`src/rtl/sched_task_fifo_pkg.sv`:
```
// Shared constants and helpers for the scheduler task queue.
// Provides the default task-word width, queue depth and a constant clog2.
package sched_task_fifo_pkg;

  localparam int unsigned SchedTaskW  = 12;
  localparam int unsigned SchedQDepth = 32;

  // Usable in parameter lists; returns 1 for n <= 2 so the pointers are never zero-width.
  function automatic int unsigned sched_clog2(input int unsigned n);
    int unsigned r;
    r = 0;
    while ((32'd1 << r) < n) begin
      r++;
    end
    return (r == 0) ? 1 : r;
  endfunction

endpackage

```
`src/rtl/sched_task_fifo_mem.sv`:
```
// Simple dual-port storage for the task queue.
// Synchronous write, registered read port with read enable; the output register clears on CLR.
module sched_task_fifo_mem #(
  parameter int unsigned D_W   = 12,
  parameter int unsigned DEPTH = 32,
  parameter int unsigned A_W   = 5
) (
  input  logic           CLK,
  input  logic           CLR,
  input  logic           we,
  input  logic [A_W-1:0] waddr,
  input  logic [D_W-1:0] wdata,
  input  logic           re,
  input  logic [A_W-1:0] raddr,
  output logic [D_W-1:0] rdata
);

  logic [D_W-1:0] mem [DEPTH];

  always_ff @(posedge CLK) begin
    if (we) begin
      mem[waddr] <= wdata;
    end
  end

  always_ff @(posedge CLK or posedge CLR) begin
    if (CLR) begin
      rdata <= '0;
    end else if (re) begin
      rdata <= mem[raddr];
    end
  end

endmodule

```
`src/rtl/sched_task_fifo.sv`:
```
// Parametrised task-ID queue between scheduler request logic and the dispatcher.
// Define SCHED_FIFO_ERR_EN to add the sticky OVF/UDF error flags.
module sched_task_fifo
  import sched_task_fifo_pkg::*;
#(
  parameter  int unsigned D_W    = SchedTaskW,
  parameter  int unsigned DEPTH  = SchedQDepth,
  parameter  int unsigned AF_THR = 28,
  localparam int unsigned A_W    = sched_clog2(DEPTH)
) (
  input  logic           CLK,
  input  logic           CLR,
  input  logic           EN,
  input  logic           WR,
  input  logic           RD,
  input  logic [D_W-1:0] D_IN,
  output logic [D_W-1:0] D_OUT,
  output logic           D_VALID,
  output logic           EMPTY,
  output logic           FULL,
  output logic           AFULL,
`ifdef SCHED_FIFO_ERR_EN
  output logic           OVF,
  output logic           UDF,
`endif
  output logic [A_W:0]   LEVEL
);

  if ((DEPTH < 2) || ((DEPTH & (DEPTH - 1)) != 0)) begin : g_bad_depth
    $error("sched_task_fifo: DEPTH must be a power of two >= 2");
  end
  if ((AF_THR < 1) || (AF_THR > DEPTH)) begin : g_bad_af_thr
    $error("sched_task_fifo: AF_THR must lie in 1..DEPTH");
  end

  logic [A_W-1:0] rd_ptr_q, wr_ptr_q;
  logic [A_W:0]   level_q, level_d;
  logic           d_valid_q;
  logic           rd_ok, wr_ok;

  assign EMPTY = (level_q == '0);
  assign FULL  = (level_q == (A_W + 1)'(DEPTH));
  assign AFULL = (level_q >= (A_W + 1)'(AF_THR));
  assign LEVEL = level_q;
  assign D_VALID = d_valid_q;

  // A full queue still takes a write when a read frees a slot on the same edge.
  assign rd_ok = EN & RD & ~EMPTY;
  assign wr_ok = EN & WR & (~FULL | rd_ok);

  always_comb begin
    level_d = level_q;
    case ({wr_ok, rd_ok})
      2'b10:   level_d = level_q + (A_W + 1)'(1);
      2'b01:   level_d = level_q - (A_W + 1)'(1);
      default: level_d = level_q;
    endcase
  end

  always_ff @(posedge CLK or posedge CLR) begin
    if (CLR) begin
      rd_ptr_q  <= '0;
      wr_ptr_q  <= '0;
      level_q   <= '0;
      d_valid_q <= 1'b0;
    end else begin
      level_q   <= level_d;
      d_valid_q <= rd_ok;
      if (rd_ok) begin
        rd_ptr_q <= rd_ptr_q + A_W'(1);
      end
      if (wr_ok) begin
        wr_ptr_q <= wr_ptr_q + A_W'(1);
      end
    end
  end

  sched_task_fifo_mem #(
    .D_W  (D_W),
    .DEPTH(DEPTH),
    .A_W  (A_W)
  ) u_mem (
    .CLK  (CLK),
    .CLR  (CLR),
    .we   (wr_ok),
    .waddr(wr_ptr_q),
    .wdata(D_IN),
    .re   (rd_ok),
    .raddr(rd_ptr_q),
    .rdata(D_OUT)
  );

`ifdef SCHED_FIFO_ERR_EN
  logic ovf_q, udf_q;

  always_ff @(posedge CLK or posedge CLR) begin
    if (CLR) begin
      ovf_q <= 1'b0;
      udf_q <= 1'b0;
    end else begin
      if (EN & WR & FULL & ~RD) begin
        ovf_q <= 1'b1;
      end
      if (EN & RD & EMPTY) begin
        udf_q <= 1'b1;
      end
    end
  end

  assign OVF = ovf_q;
  assign UDF = udf_q;
`endif

endmodule

```
`config.mk`:
```
export PLATFORM = sky130hd
export DESIGN_NAME = sched_task_fifo
export DESIGN_NICKNAME = d
export VERILOG_FILES = /design/src/rtl/sched_task_fifo_pkg.sv /design/src/rtl/sched_task_fifo_mem.sv /design/src/rtl/sched_task_fifo.sv
export SDC_FILE = /design/constraint.sdc
export NUM_CORES = 1
export LEC_CHECK = 0
export ABC_AREA = 1
export CAP_MARGIN = 30
export CELL_PAD_IN_SITES_DETAIL_PLACEMENT = 2
export CELL_PAD_IN_SITES_GLOBAL_PLACEMENT = 2
export CORE_UTILIZATION = 43
export CTS_BUF_LIST = sky130_fd_sc_hd__clkbuf_4 sky130_fd_sc_hd__clkbuf_8
export CTS_CLUSTER_DIAMETER = 100
export DETAILED_ROUTE_END_ITERATION = 8
export PLACE_DENSITY_LB_ADDON = 0.08
export SLEW_MARGIN = 10
export SYNTH_ARGS = -nofsm -noshare
export SYNTH_HDL_FRONTEND = slang
export SYNTH_SLANG_ARGS = --single-unit
```
`constraint.sdc`:
```
create_clock -name CLK -period 2.86 [get_ports CLK]
set_input_delay 0.572 -clock CLK [delete_from_list [all_inputs] [get_ports CLK]]
set_output_delay 0.572 -clock CLK [all_outputs]
set_load 0.02 [all_outputs]
```
==> impl_metrics.py, run 1 <==
metrics = {
    "layout": {
        "final_area_mm2": 0.0204,
        "fill_cells": 4013,
        "layout_commonest_cell": "nand2_1",
        "area_growth_pct": 15.9,
        "final_nets": 1794,
        "layout_common_cells": "nand2_1, edfxtp_1, nand3_1",
        "postLayoutCoreUtil_pct": 50.9,
        "layout-drive-gt1-share_pct": 11.8,
    },
    "critical_path": {
        "start_kind": "flop",
        "r2r_slack_ps": 470,
        "worstSetupPathType": "flop to output pin",
        "path_buf_inv": 2,
        "cp_data_arrival_time_ps": 2120,
        "critPathTopFamily": "buffers and inverters",
        "cp_cell_sequence": "inv_1 -> o31ai_1 -> clkdlybuf4s50_1",
        "cp_slowest_cell": "clkdlybuf4s50_1",
        "end_kind": "output pin",
        "critical_path.max_stage_delay_ps": 660,
        "critPathRequiredTime_ps": 2290,
        "cp_max_fo": 4,
    },
    "clock_network": {
        "h-tree-depth": 3,
        "cts_hold_buf": 0,
        "clock_latency_ps": 650,
        "post_cts_resized": 0,
        "clock-sinks": 413,
        "cts_setup_buffers": 0,
        "tritoncts": "built",
        "cts_root_buf": "clkbuf_8",
        "cts_buffers": 72,
        "clk_pin_slew_ps": 60,
        "clockBufferDepth": 3,
    },
    "synthesis": {
        "async_reset_ff_share_pct": 7.02,
        "synth_area_mm2": 0.0176,
        "ys_seq_elements": 413,
        "ys_seq_area_share_pct": 69.7,
        "netlist.area_leader.share_pct": 65.6,
        "synthMuxAreaShare_pct": 0,
        "synth_cells": 1655,
        "synth.distinct_cells": 25,
        "synthFlopType": "edfxtp_1",
        "avgSynthCellArea_um2": 10.6,
        "synth_top_family_by_area": "simple AND/OR/NAND/NOR gates",
        "synth.area.top_cells": "edfxtp_1, nand2_1, nand3_1, dfrtp_1, inv_1",
        "synth-edff-count": 384,
        "synth_fp_nets": 1682,
        "synthAdderAreaFrac_pct": 0.754,
        "synth_top_cell_by_area": "edfxtp_1",
        "synth_compound_area_share_pct": 1.53,
        "synth-simple-area-share_pct": 21.2,
        "synth_xor_xnor_area_share_pct": 0.548,
        "synth_warnings": 0,
    },
    "placed_design": {
        "dp_hpwl_mm": 35.8,
        "port-buffer-count": 38,
        "placedInstanceArea_mm2": 0.0189,
        "routabilityCongestion": 0.795,
    },
    "floorplanning": {
        "dieArea_mm2": 0.0417,
        "placementRows": 73,
        "io_pins": 39,
        "start_util_pct": 43.9,
        "die_y_um": 204,
        "core_area_mm2": 0.0400,
        "fp.dieW_um": 204,
    },
    "timing": {
        "hold_viol": 0,
        "slew_violations": 0,
        "max_freq_mhz": 371,
        "max_slew_margin_pct": 57.1,
        "clock_skew_ps": 17.5,
        "worst_pin_slew_ps": 643,
        "rsz0062_at_grt": "no",
        "setup_tns_ps": 0,
        "fin_crit_sh_pct": 94.2,
        "period_needed_ps": 2690,
        "setup_viol": 0,
    },
    "grt": {
        "grt_remaining_overflow": 0,
        "grt_antenna_before_repair": 2,
        "grt_max_degree": 87,
        "grt_pass1_vias": 14000,
        "grt_pass1_wl_mm": 87.0,
        "grt_use_total_pct": 28.9,
    },
    "route": {
        "vias": 12600,
        "first_pass_iters": 6,
        "route.detailed.drc": 0,
        "via_per_inst": 5.36,
        "drtIter0Drc": 784,
        "ant_nets": 0,
        "wl_per_cell_um": 24.7,
        "wirelength_mm": 58.2,
    },
    "power_and_ir_drop": {
        "p_leak_nw": 8.33,
        "power_density_mw_per_mm2": 978,
        "p_total_mw": 19.9,
        "vdd_drop_max_v": 0.000616,
    },
    "flow_run": {
        "drv_cap": 0,
    },
    "status": {
        "outcome": "complete, no violations",
    },
    "hold_path": {
        "worstHoldPathType": "input pin to async pin",
    },
}
-- logic make-up after synthesis --
group	after synthesis
compound gates	52
fa+ha+maj	10
simple gates	908
buf+inv	261
xor+xnor	11
flops	413
-- flip-flops by register name, summed over array words and instances (netlist names) --
register / count
D_VALID: 1
LEVEL: 6
rd_ptr_q: 5
u_mem.mem: 384
u_mem.rdata: 12
wr_ptr_q: 5
-- where the power goes --
part,switching (mW),internal [mW]
clock,2.54,3.03
combinational,5.08,1.97
sequential,0.350,6.97
-- Yosys cell counts, types with 8 or more instances --
cell type  count
ha_1           9
buf_1          8
o21ai_0       21
nand2_1      552
dfrtp_1       29
a21oi_1       28
xor2_1        10
buf_2         45
nor2_1       106
edfxtp_1     384
buf_4         11
clkbuf_1      12
nand3_1      241
inv_1        178
-- per-stage QoR --
stage / std cells / hold WS, ps / setup WS (ps)
6_report: 2356 / 327 / 166
5_1_grt: 2352 / 342 / 43.2
4_1_cts: 2347 / 307 / 55.0
3_5_place_dp: 2213 / 493 / 83.2
3_3_place_gp: 2213 / 474 / 196
2_1_floorplan: 1655 / 565 / 686
-- worst paths after layout --
kind                                       startpoint                         end  cells past startpoint
setup / recovery                 LEVEL[4]$_DFFE_PP0P_                       AFULL                      3
hold / removal                                    CLR        LEVEL[5]$_DFFE_PP0P_                      3
setup reg to reg                 LEVEL[1]$_DFFE_PP0P_        LEVEL[5]$_DFFE_PP0P_                     15
hold reg to reg            u_mem.rdata[0]$_DFFE_PP0P_  u_mem.rdata[0]$_DFFE_PP0P_                      2
max in group asynchronous                         CLR     rd_ptr_q[1]$_DFFE_PP0P_                      3
min in group CLK           u_mem.rdata[0]$_DFFE_PP0P_  u_mem.rdata[0]$_DFFE_PP0P_                      2
-- layout make-up --
class	instances	area, um^2	area share, %
antenna	4	10.0	0.0491
timing repair buffer	116	1040	5.11
multi-input combinational	981	4240	20.8
sequential	413	12300	60.2
tap	525	657	3.22
inverter	183	693	3.40
clock inverter	32	214	1.05
clock buffer	102	1250	6.12
-- worst register-to-register path, cell delays in order (launching register included) --
cell	delay, ps
dfrtp_1	440
nor2_2	170
nand4_1	140
nand2_2	120
inv_2	40
nand2_1	140
inv_1	120
ha_1	350
a21oi_1	150
nand2_1	110
nand3_1	130
nand3_1	100
nand2_1	100
nand2_1	70
nand2_1	60
nand2_1	40
-- layer usage --
layer	vias up	global-route usage, %	routed length [um]
met1	6510	36.6	24300
met3	106	5.12	2850
met4	2	10.7	1820
met5	-	0	13
met2	313	49.5	29200
li1	5705	-	-
Note: power is estimated with default switching activity, not from simulation.
==> run 2: changes to the inputs <==
Settings changed: ABC_AREA 1 to not set, CORE_UTILIZATION 43 to 50.
==> run 2 against run 1 <==
Via count decreased by 25%; first-iteration DRC count increased by 18%; clock power decreased by 3.9%; flip-flop and latch count unchanged; combinational power decreased by 16%; global-route usage increased by 3.4 points; clock skew increased by 19 ps; area after synthesis decreased by 7.4%; worst setup slack got worse by 87 ps; non-clock buffer count increased by 18; critical path type is now flop to flop; largest power group unchanged.
==> impl_metrics.py, run 2 <==
metrics = {
    "status": {
        "outcome": "complete, no violations",
    },
    "timing": {
        "hold_viol": 0,
        "fin_crit_sh_pct": 97.2,
        "slew_violations": 0,
        "max_freq_mhz": 360,
        "final.setup.worst_slack_ps": 79.3,
        "setup_tns_ps": 0,
        "clock_skew_ps": 36.0,
        "setup_viol": 0,
        "worst_pin_slew_ps": 861,
        "holdWs_ps": 380,
        "period_needed_ps": 2780,
        "rsz0062_at_grt": "yes",
        "max_slew_margin_pct": 42.6,
    },
    "floorplanning": {
        "die_y_um": 182,
        "placementRows": 65,
        "io_pins": 39,
        "fp.dieW_um": 182,
        "dieArea_mm2": 0.0333,
        "start_util_pct": 51.2,
        "core_area_mm2": 0.0318,
    },
    "layout": {
        "stdcell_count": 1505,
        "layout_common_cells": "edfxtp_1, buf_4, mux2i_1",
        "largest_reg_flops": 384,
        "layout_commonest_cell": "edfxtp_1",
        "fill_cells": 2581,
        "postLayoutCoreUtil_pct": 60.1,
        "area_growth_pct": 17.5,
        "final_nets": 1042,
        "top_register": "u_mem.mem",
        "final_area_mm2": 0.0191,
        "antennaDiodeCount": 0,
        "layout-drive-gt1-share_pct": 27.9,
    },
    "grt": {
        "grt_pass1_wl_mm": 74.5,
        "grt_remaining_overflow": 0,
        "grt_pass1_vias": 10300,
        "grt_use_total_pct": 32.4,
        "grt_antenna_before_repair": 0,
        "grt_max_degree": 33,
    },
    "placed_design": {
        "routabilityCongestion": 0.818,
        "placedInstanceArea_mm2": 0.0177,
        "port-buffer-count": 38,
        "placed_cells": 1375,
        "dp_hpwl_mm": 29.8,
        "dp_slack_ps": -295,
    },
    "hold_path": {
        "worstHoldPathType": "input pin to async pin",
    },
    "synthesis": {
        "synth.area.top_cells": "edfxtp_1, mux4_2, mux2i_1, dfrtp_1, a211oi_1",
        "ys_seq_elements": 413,
        "synth.top_cells.by_count": "edfxtp_1, mux2i_1, mux4_2",
        "synth_top_cell_by_area": "edfxtp_1",
        "avgSynthCellArea_um2": 19.0,
        "synth_area_mm2": 0.0163,
        "async_reset_ff_share_pct": 7.02,
        "netlist.area_leader.share_pct": 70.8,
        "synth_fp_nets": 886,
        "synth-edff-count": 384,
        "synth_warnings": 0,
        "ys_seq_area_share_pct": 75.3,
        "synth_most_common_cell": "edfxtp_1",
        "synth.distinct_cells": 48,
        "synth_cells": 859,
        "synthFlopType": "edfxtp_1",
    },
    "route": {
        "via_per_inst": 6.30,
        "drtIter0Drc": 927,
        "wl_per_cell_um": 34.7,
        "first_pass_iters": 4,
        "route.detailed.drc": 0,
        "ant_nets": 0,
        "vias": 9486,
        "wirelength_mm": 52.2,
    },
    "clock_network": {
        "clock_latency_ps": 630,
        "clock-sinks": 413,
        "h-tree-depth": 3,
        "tritoncts": "built",
        "clk_pin_slew_ps": 60,
        "clockBufferDepth": 3,
        "cts_buffers": 70,
        "cts_root_buf": "clkbuf_8",
    },
    "critical_path": {
        "cp_data_arrival_time_ps": 3290,
        "r2r_end": "u_mem.rdata[2]$_DFFE_PP0P_",
        "cp_max_fo": 22,
        "start_kind": "flop",
        "crit_path_start": "rd_ptr_q[0]$_DFFE_PP0P_",
        "r2r_slack_ps": 80,
        "rr_startpoint": "rd_ptr_q[0]$_DFFE_PP0P_",
        "r2r_cells": 6,
        "critPathRequiredTime_ps": 3370,
        "worstSetupPathType": "flop to flop",
        "end_kind": "flop",
    },
    "power_and_ir_drop": {
        "power_density_mw_per_mm2": 980,
        "p_leak_nw": 6.54,
        "p_total_mw": 18.8,
        "vdd_drop_max_v": 0.000724,
    },
    "flow_run": {
        "drv_cap": 0,
    },
}
[run 2: power breakdown]
part / switching (mW) / internal [mW] / leakage, nW
sequential: 0.506 / 6.98 / 3.80
combinational: 3.45 / 2.47 / 2.02
clock: 2.58 / 2.77 / 0.723
[run 2: area by class of cell]
type / count / area (um^2) / area share, %
clock buffers: 95 / 1160 / 6.08
clock inverters: 32 / 198 / 1.03
multi-input cells: 387 / 3760 / 19.7
repair buffers: 134 / 1160 / 6.05
well taps: 435 / 544 / 2.85
inverters: 9 / 33.8 / 0.177
flip-flops and latches: 413 / 12300 / 64.1
[run 2: worst max-delay path by stage]
stage / end / slack (ps) / depth (start not counted)
after floorplan: LEVEL[5]$_DFFE_PP0P_ / 110 / 10
after global placement: LEVEL[5]$_DFFE_PP0P_ / -30 / 10
after detailed placement: LEVEL[5]$_DFFE_PP0P_ / -300 / 10
after CTS: LEVEL[5]$_DFFE_PP0P_ / 3 / 11
after global routing: LEVEL[5]$_DFFE_PP0P_ / 10 / 11
final: u_mem.rdata[2]$_DFFE_PP0P_ / 80 / 6
[run 2: cells by family (layout without fill, tap and decap cells)]
| logic type | count (synthesis) | in the layout | share of synthesized area (%) |
|---|---|---|---|
| compound gates | 143 | 143 | 6.02 |
| xor+xnor | 12 | 12 | 0.646 |
| fa+ha+maj | 10 | 10 | 0.815 |
| buf+inv | 59 | 270 | 1.89 |
| flops | 413 | 413 | 75.3 |
| mux | 147 | 147 | 13.1 |
| simple gates | 75 | 75 | 2.22 |
[run 2: what timing repair did]
item | 4_1_cts | 5_1_grt
pin swaps | 2 | 5
hold buffers | 0 | 0
buffers inserted | 0 | 2
setup endpoints to repair | 3 | 3
resized for setup | 4 | 11
hold endpoints to repair | 0 | 0
[run 2: critical path, stage by stage, from the launching register on]
cell and delay [ps]:
dfrtp_4 630, buf_12 260, nand3b_1 520, o22ai_1 230
a211oi_1 580, a21oi_1 190, a22o_1 240
[run 2: per-layer routing]
metal / global-route usage [%] / vias up / part of all wire (%)
met5: 0 / - / 0
met2: 54.3 / 416 / 50
li1: - / 3811 / -
met3: 5.59 / 94 / 5.9
met4: 12.1 / 0 / 3.2
met1: 42.6 / 5165 / 41
